File: config.mk
export PLATFORM = sky130hd
export DESIGN_NAME = addr_sweep_gen
export DESIGN_NICKNAME = d
export VERILOG_FILES = /design/src/rtl/draw_pkg.sv /design/src/rtl/sweep_ctrl.sv /design/src/rtl/addr_sweep_gen.sv
export SDC_FILE = /design/constraint.sdc
export NUM_CORES = 1
export LEC_CHECK = 0
export ABC_AREA = 1
export CAP_MARGIN = 0
export CELL_PAD_IN_SITES_DETAIL_PLACEMENT = 0
export CELL_PAD_IN_SITES_GLOBAL_PLACEMENT = 1
export CORE_MARGIN = 4
export CORE_UTILIZATION = 36
export DETAILED_ROUTE_END_ITERATION = 8
export PLACE_DENSITY_LB_ADDON = 0.3
export SLEW_MARGIN = 25
export SYNTH_ARGS = -nofsm -noshare
export SYNTH_HDL_FRONTEND = slang
export SYNTH_HIERARCHICAL = 1
export SYNTH_SLANG_ARGS = --single-unit
File: constraint.sdc
create_clock -name clk -period 2.2 [get_ports clk]
set_clock_uncertainty 0.15 [all_clocks]
set_input_delay 0.44 -clock clk [delete_from_list [all_inputs] [get_ports clk]]
set_output_delay 0.44 -clock clk [all_outputs]
set_load 0.005 [all_outputs]
File: src/rtl/draw_pkg.sv
// Shared types and helpers for the drawing / memory-fill address path.
package draw_pkg;

    typedef enum logic {
        IDLE = 1'b0,
        RUN  = 1'b1
    } sweep_state_t;

    // Bounds of the legacy fixed fill sweep.
    localparam int unsigned SWEEP_START = 3328;
    localparam int unsigned SWEEP_END   = 3456;

    // Lane address is {idx, lane}: a shift and OR, with no carry chain.
    function automatic logic [31:0] lane_addr(input logic [31:0] idx,
                                              input int unsigned lane,
                                              input int unsigned lane_bits);
        return (idx << lane_bits) | lane;
    endfunction

endpackage

File: src/rtl/sweep_ctrl.sv
// Sweep controller: IDLE/RUN FSM, index register, latched bounds and status pulses.
module sweep_ctrl
    import draw_pkg::*;
#(
    parameter int IDX_W = 13
) (
    input  logic             clk,
    input  logic             reset,
    input  logic             start,
    input  logic [IDX_W-1:0] start_idx,
    input  logic [IDX_W-1:0] end_idx,
    input  logic             wrap_mode,
    input  logic             abort,
    input  logic             ready,
    output logic [IDX_W-1:0] idx,
    output logic             valid,
    output logic             busy,
    output logic             done,
    output logic             wrapped,
    output logic             error
);

    sweep_state_t     state, state_n;
    logic [IDX_W-1:0] idx_n;
    logic [IDX_W-1:0] start_l, start_l_n;
    logic [IDX_W-1:0] end_l, end_l_n;
    logic             mode_l, mode_l_n;
    logic             done_n, wrapped_n, error_n;

    always_ff @(posedge clk or posedge reset) begin
        if (reset) begin
            state   <= IDLE;
            idx     <= '0;
            start_l <= '0;
            end_l   <= '0;
            mode_l  <= 1'b0;
            done    <= 1'b0;
            wrapped <= 1'b0;
            error   <= 1'b0;
        end else begin
            state   <= state_n;
            idx     <= idx_n;
            start_l <= start_l_n;
            end_l   <= end_l_n;
            mode_l  <= mode_l_n;
            done    <= done_n;
            wrapped <= wrapped_n;
            error   <= error_n;
        end
    end

    always_comb begin
        state_n   = state;
        idx_n     = idx;
        start_l_n = start_l;
        end_l_n   = end_l;
        mode_l_n  = mode_l;
        done_n    = 1'b0;
        wrapped_n = 1'b0;
        error_n   = 1'b0;
        case (state)
            IDLE: begin
                if (start) begin
                    if (start_idx <= end_idx) begin
                        start_l_n = start_idx;
                        end_l_n   = end_idx;
                        mode_l_n  = wrap_mode;
                        idx_n     = start_idx;
                        state_n   = RUN;
                    end else begin
                        error_n = 1'b1;
                    end
                end
            end
            RUN: begin
                // Abort wins over a same-cycle handshake and suppresses status pulses.
                if (abort) begin
                    state_n = IDLE;
                end else if (ready) begin
                    if (idx == end_l) begin
                        if (mode_l) begin
                            idx_n     = start_l;
                            wrapped_n = 1'b1;
                        end else begin
                            state_n = IDLE;
                            done_n  = 1'b1;
                        end
                    end else begin
                        idx_n = idx + 1'b1;
                    end
                end
            end
            default: state_n = IDLE;
        endcase
    end

    assign valid = (state == RUN);
    assign busy  = (state == RUN);

endmodule

File: src/rtl/addr_sweep_gen.sv
// Multi-lane address sweep generator: each beat presents LANES addresses {idx, lane}.
module addr_sweep_gen
    import draw_pkg::*;
#(
    parameter  int ADDR_W = 14,
    parameter  int LANES  = 2,
    localparam int IDX_W  = ADDR_W - $clog2(LANES)
) (
    input  logic                    clk,
    input  logic                    reset,
    input  logic                    start,
    input  logic [IDX_W-1:0]        start_idx,
    input  logic [IDX_W-1:0]        end_idx,
    input  logic                    wrap_mode,
    input  logic                    abort,
    input  logic                    ready,
    output logic                    valid,
    output logic [LANES*ADDR_W-1:0] addr,
    output logic                    busy,
    output logic                    done,
    output logic                    wrapped,
    output logic                    error
);

    localparam int unsigned LANE_BITS = $clog2(LANES);

    logic [IDX_W-1:0] idx;
    logic [31:0]      idx_ext;

    sweep_ctrl #(
        .IDX_W(IDX_W)
    ) u_ctrl (
        .clk      (clk),
        .reset    (reset),
        .start    (start),
        .start_idx(start_idx),
        .end_idx  (end_idx),
        .wrap_mode(wrap_mode),
        .abort    (abort),
        .ready    (ready),
        .idx      (idx),
        .valid    (valid),
        .busy     (busy),
        .done     (done),
        .wrapped  (wrapped),
        .error    (error)
    );

    assign idx_ext = {{(32-IDX_W){1'b0}}, idx};

    // Addresses are forced to zero outside RUN so the bus is quiet when idle.
    for (genvar k = 0; k < LANES; k++) begin : g_lane
        logic [31:0] full;
        assign full = lane_addr(idx_ext, k, LANE_BITS);
        assign addr[k*ADDR_W +: ADDR_W] = valid ? full[ADDR_W-1:0] : '0;
    end

endmodule

* After elaboration in Yosys (flattened, before gate mapping) *
Index checks and enable logic that the tools add are counted.

operators by class
  add/subtract/negate cells = 1
  magnitude comparators = 1
  equality and inequality tests = 6
  mux-type cells = 28
  bitwise gates (word level) = 1
  reductions and logical operators = 2

operators with widths
  operator                                        count
  two-way mux 13 bit                              6
  two-way mux 14 bit                              2
  case mux 13 bit (2 select lines)                1
  two-way mux 1 bit                               18
  adder 13 x 1 -> 13 bit (second input constant)  1
  equality test 13 bit                            1
  less-or-equal comparator 13 bit                 1
  != test 2 bit (second input constant)           3
  AND reduction 5 bit                             1
  != test 3 bit (second input constant)           1
  AND reduction 3 bit                             1
  != test 2 x 1 -> 1 bit (second input constant)  1
  case mux 1 bit (2 select lines)                 1
  inverter 1 bit                                  1

storage, ports and cells
  register bits after elaboration = 44
  input port bits = 32
  output and inout port bits = 33
  word-level logic and storage cells = 47

* Logic depth before layout (Yosys ltp) *
  depth after elaboration = 5
  depth in mapped cells = 14
  depth with buffers taken out = 13

* By module *
Netlist, hierarchy kept.

by module, submodules not included
  module          instances  cells an instance  area each (um2)  sequential area each (um2)
  sweep_ctrl      1          451                2997.9           1101.1
  addr_sweep_gen  1          43                 225.2            0.0

* Least setup slack after synthesis *
Ideal clock, no wire load.

  path kind = input to register
  start point = input port end_idx[12]
  end point = register u_ctrl.start_l[10]
  data arrival time = 1.792 ns
  required time = 1.926 ns
  setup slack = 0.134 ns
  cell stages on the path = 13
  cell sequence = inv_1 -> ha_1 -> nand2_1 -> inv_1 -> nand3_1 -> nor3_2 -> nand2_1 -> nand2_1 -> nand2_1 -> nand2_2 -> buf_2 -> buf_2 -> a21oi_1

between the ends
  longest elaborated chain between the ends = 2

ends and longest elaborated chain
  what                             line                  text
  from (decl)                      addr_sweep_gen.sv:13  input logic [IDX_W-1:0] end_idx,
  less-or-equal comparator 13 bit  sweep_ctrl.sv:64      if (start_idx <= end_idx) begin
  AND reduction 3 bit (no line)    -
  to (signal assigned)             sweep_ctrl.sv:43      start_l <= start_l_n;
  to (decl)                        sweep_ctrl.sv:25      logic [IDX_W-1:0] start_l, start_l_n;

Every way passes these cells.
A chain may end at the register's enable or synchronous reset.

* Worst setup path after layout *
  start point = input port end_idx[5]
  end point = register u_ctrl.start_l[9]

Same word-level chain as after synthesis.

==> flow_summary_export.csv <==
group,metric,value,unit
clocking,cts.path.max_buffers,2,
floorplan,start_util,37.0,%
run,max_cap_violations,0,
sta,timing.slew.headroom,62.5,%
worst_setup_path,cp.arrival,2.19,ns
sta,maxSlewViolCount,0,
cells_and_area,layout.nets,648,
sta,final_min_period_over_clock_period,98.1,%
floorplan,dieWidth,103,um
synth,yosys.cell_count.top_type,"sky130_fd_sc_hd__nand2_1",
worst_setup_path,timing.critical_path.from_type,"input port",
clocking,htree_levels,2,
worst_setup_path,crit_path_top_delay_cell,"sky130_fd_sc_hd__clkdlybuf4s50_1",
clocking,clk_pin_slew,0.08,ns
sta,finalCriticalPeriod,2.16,ns
worst_hold_path,min_from,"end_idx[10]",
worst_setup_path,crit-reg2reg-capture,"u_ctrl/idx[6]",
synth,edff_count_synth,0,
worst_hold_path,min_delay_worst_endpoint,"u_ctrl/end_l[10]",
power,total_power,4.26,mW
worst_setup_path,timing.critical_path.mode_cell,"sky130_fd_sc_hd__nand2_4",
synth,syn_area_per_cell,6.52,um2
floorplan,core.rowCount,34,
detailed_routing,drtPass1Iterations,5,
clocking,cell_at_the_root_of_the_clock_tree,"sky130_fd_sc_hd__clkbuf_8",
synth,synth.yosys.seq_area_share,34.2,%
worst_setup_path,cp.buffers_inverters,4,
synth,synthFlopType,"sky130_fd_sc_hd__dfrtp_1",
global_routing,grt_start_max_net_pins,45,
detailed_routing,drt-initial-drc-count,189,
sta,timing.hold.ws,0.297,ns
detailed_routing,drc,0,
floorplan,ios,65,
worst_setup_path,worst-setup-path-type,"input port to flop",
worst_hold_path,holdCritPathClass,"input port to flop",
cells_and_area,final_layout_size_suffix_gt1_share,26.4,%
synth,synthesis.instances,494,
floorplan,core_area,8720,um2
sta,tightest_slew,0.563,ns
sta,setup_viol,0,
worst_setup_path,r2r_cells,9,
cells_and_area,areaGrowthSynthToFinish,54.7,%
floorplan,dieHeight,103,um
synth,postSynthNetCount,540,
power,power.density_cell_area,854,nW/um2
placement,buffer_ports.inserted,63,
sta,maxClockFrequency,463,MHz
global_routing,number_of_global_route_vias_before_repair,3069,
sta,final_count_of_hold_timing_violations,0,
global_routing,first_pass_grt_wire_length,15700,um
worst_setup_path,timing.critical_path.max_delay_family,"buffers and inverters",
synth,post_synthesis_sequential_element_count,44,
synth,yosys.area.top_type_share,34.2,%
detailed_routing,totalWireLength,10500,um
synth,post_synth_num_cell_types,31,
clocking,clock_latency_at_the_later_pin_of_the_worst_skew_pair,0.30,ns
worst_setup_path,critical_path_peak_fanout,5,
cells_and_area,num_antenna_cells,0,
placement,routability_cong,0.852,
worst_setup_path,regToRegSetupSlack,0.21,ns
worst_setup_path,critical-path-max-stage-delay,0.47,ns
cells_and_area,finalNonFillerCells,711,
worst_setup_path,critical_path.cell_chain,"clkdlybuf4s50_1 -> inv_2 -> ha_4 -> nand2_4 -> nor3_4 -> nand3_1 -> nand2_2 -> nand2_4 -> buf_6 -> buf_12 -> nor2_2 -> a21oi_2",
detailed_routing,num_vias,3365,
synth,yosysWarningCount,6,
floorplan,dieArea,10500,um2
worst_setup_path,crit-reg2reg-launch,"u_ctrl/idx[0]",
synth,synth_async_sr_flop_share,100,%
placement,dp_hpwl,7110,um
power,static-leakage-power,2.81,nW
power,irDropWorstVdd,391,uV
synth,synth.largest_area_cell,"sky130_fd_sc_hd__dfrtp_1",
clocking,cts_made_buffers,5,
clocking,clock_sink_count,44,
worst_setup_path,cp_data_required_time,2.23,ns
global_routing,grt_overflow_total,0,
detailed_routing,drt-vias-per-instance,4.73,
synth,synth_area_leaders,"sky130_fd_sc_hd__dfrtp_1 (34%), sky130_fd_sc_hd__nand2_1 (20%), sky130_fd_sc_hd__inv_1 (8.6%)",
synth,netlist_top_cells_count,"sky130_fd_sc_hd__nand2_1 (173), sky130_fd_sc_hd__inv_1 (74), sky130_fd_sc_hd__nand3_1 (50)",
clocking,clock_tree_from_tritoncts,"built",
synth,synth.cell_area,3220,um2
run_status,outcome,"completed",
global_routing,globalRouteTotalUtil,19.0,%
worst_setup_path,end_kind,"flop",
detailed_routing,final_antenna_net_count,0,
cells_and_area,utilization,57.2,%
clocking,holdBufCountCts,0,
global_routing,number_of_antenna_violations_at_the_first_check_in_global_routing,0,
detailed_routing,post_drt_wl_per_cell,14.7,um
worst_hold_path,whs_path_depth,3,
placement,place.detailed.instances,678,
cell usage in the layout (no fill, tap or decap), types with 6 or more instances in the layout:
cell | netlist | routed
sky130_fd_sc_hd__clkdlybuf4s50_1 | 0 | 37
sky130_fd_sc_hd__xor2_1 | 6 | 6
sky130_fd_sc_hd__inv_2 | 8 | 19
sky130_fd_sc_hd__buf_4 | 17 | 56
sky130_fd_sc_hd__dlymetal6s2s_1 | 0 | 20
sky130_fd_sc_hd__nand3_2 | 0 | 6
sky130_fd_sc_hd__dlygate4sd2_1 | 0 | 6
sky130_fd_sc_hd__o21ai_0 | 13 | 6
sky130_fd_sc_hd__nand2_2 | 1 | 20
sky130_fd_sc_hd__ha_4 | 0 | 9
sky130_fd_sc_hd__a21oi_1 | 18 | 14
sky130_fd_sc_hd__inv_1 | 74 | 63
sky130_fd_sc_hd__o21ai_1 | 5 | 11
sky130_fd_sc_hd__nand2_1 | 173 | 150
sky130_fd_sc_hd__nor2_2 | 1 | 7
sky130_fd_sc_hd__dfrtp_1 | 44 | 42
sky130_fd_sc_hd__nand3_1 | 50 | 43
sky130_fd_sc_hd__nor2_1 | 38 | 31
state kept, by name (all words and copies together), names as in the netlist:
| register | count |
|---|---|
| u_ctrl/busy | 1 |
| u_ctrl/done | 1 |
| u_ctrl/end_l | 13 |
| u_ctrl/error | 1 |
| u_ctrl/idx | 13 |
| u_ctrl/mode_l | 1 |
| u_ctrl/start_l | 13 |
| u_ctrl/wrapped | 1 |
cells by family after synthesis:
kind of cell	Yosys count	share of synthesized area [%]
buffers and inverters	114	16.3
adder cells (fa/ha/maj)	14	5.43
AND/OR/NAND/NOR	276	35.8
AO/OA/AOI/OAI	38	6.33
XOR/XNOR	7	1.90
flip-flops	44	34.2
other	1	0.116
timing repair:
item                                    CTS  global route
pin swaps                                 7            33
endpoints found under the setup margin   41            67
gates resized for setup                  32            89
setup buffers                            14             6
gates cloned                              3             3
hold endpoints to repair                  0             0
worst max-delay path by stage:
| stage | startpoint | to | cells after the start |
|---|---|---|---|
| floorplan | end_idx[12] | u_ctrl/start_l[10] | 13 |
| global placement | end_idx[4] | u_ctrl/start_l[12] | 14 |
| detailed placement | end_idx[4] | u_ctrl/start_l[9] | 14 |
| CTS | end_idx[2] | u_ctrl/start_l[4] | 13 |
| global route | end_idx[5] | u_ctrl/start_l[9] | 15 |
| finish | end_idx[5] | u_ctrl/start_l[9] | 12 |
power breakdown:
part           switching, mW  internal, mW
logic                   1.07         0.941
registers              0.323          1.06
clock network          0.294         0.568
total                   1.69          2.57
area by class of cell:
type                       instances  area (um2)
timing repair buffer             132        1350
tap                              108         135
sequential                        44        1100
fill                             797        3740
inverter                          82         308
clock buffer                       5        68.8
multi-input combinational        337        1930
clock inverter                     3        90.1
layer usage:
metal  share of wire, %  wire (um)  track usage (%)  up-vias
li1                   -          -                -     1715
met1                 44       4660             27.0     1560
met2                 50       5220             31.4       82
met3                4.4        464             1.69        8
met4                1.2        128             4.04        0
met5                  0          0                0        -
worst register-to-register path: stages (launching register included):
cell                      delay (ns)
sky130_fd_sc_hd__dfrtp_1        0.50
sky130_fd_sc_hd__ha_1           0.24
sky130_fd_sc_hd__nand2_1        0.11
sky130_fd_sc_hd__nor2_1         0.34
sky130_fd_sc_hd__xor2_1         0.22
sky130_fd_sc_hd__nand2_1        0.09
sky130_fd_sc_hd__nand3_1        0.07
sky130_fd_sc_hd__nand2_1        0.06
sky130_fd_sc_hd__nand2_2        0.07
sky130_fd_sc_hd__nand2_1        0.05
through the flow:
stage                     worst slack, ns  setup TNS, ns  instance area [um2]
after detailed placement           -0.475         -18.38                 4140
after CTS                        -0.00555        -0.0121                 4600
after global routing              -0.0224        -0.0656                 4980
after global placement             -0.392         -15.28                 4140
after floorplan                     0.134              0                 3220
final                              0.0423              0                 4980
Note: power is estimated with default switching activity, not from simulation.
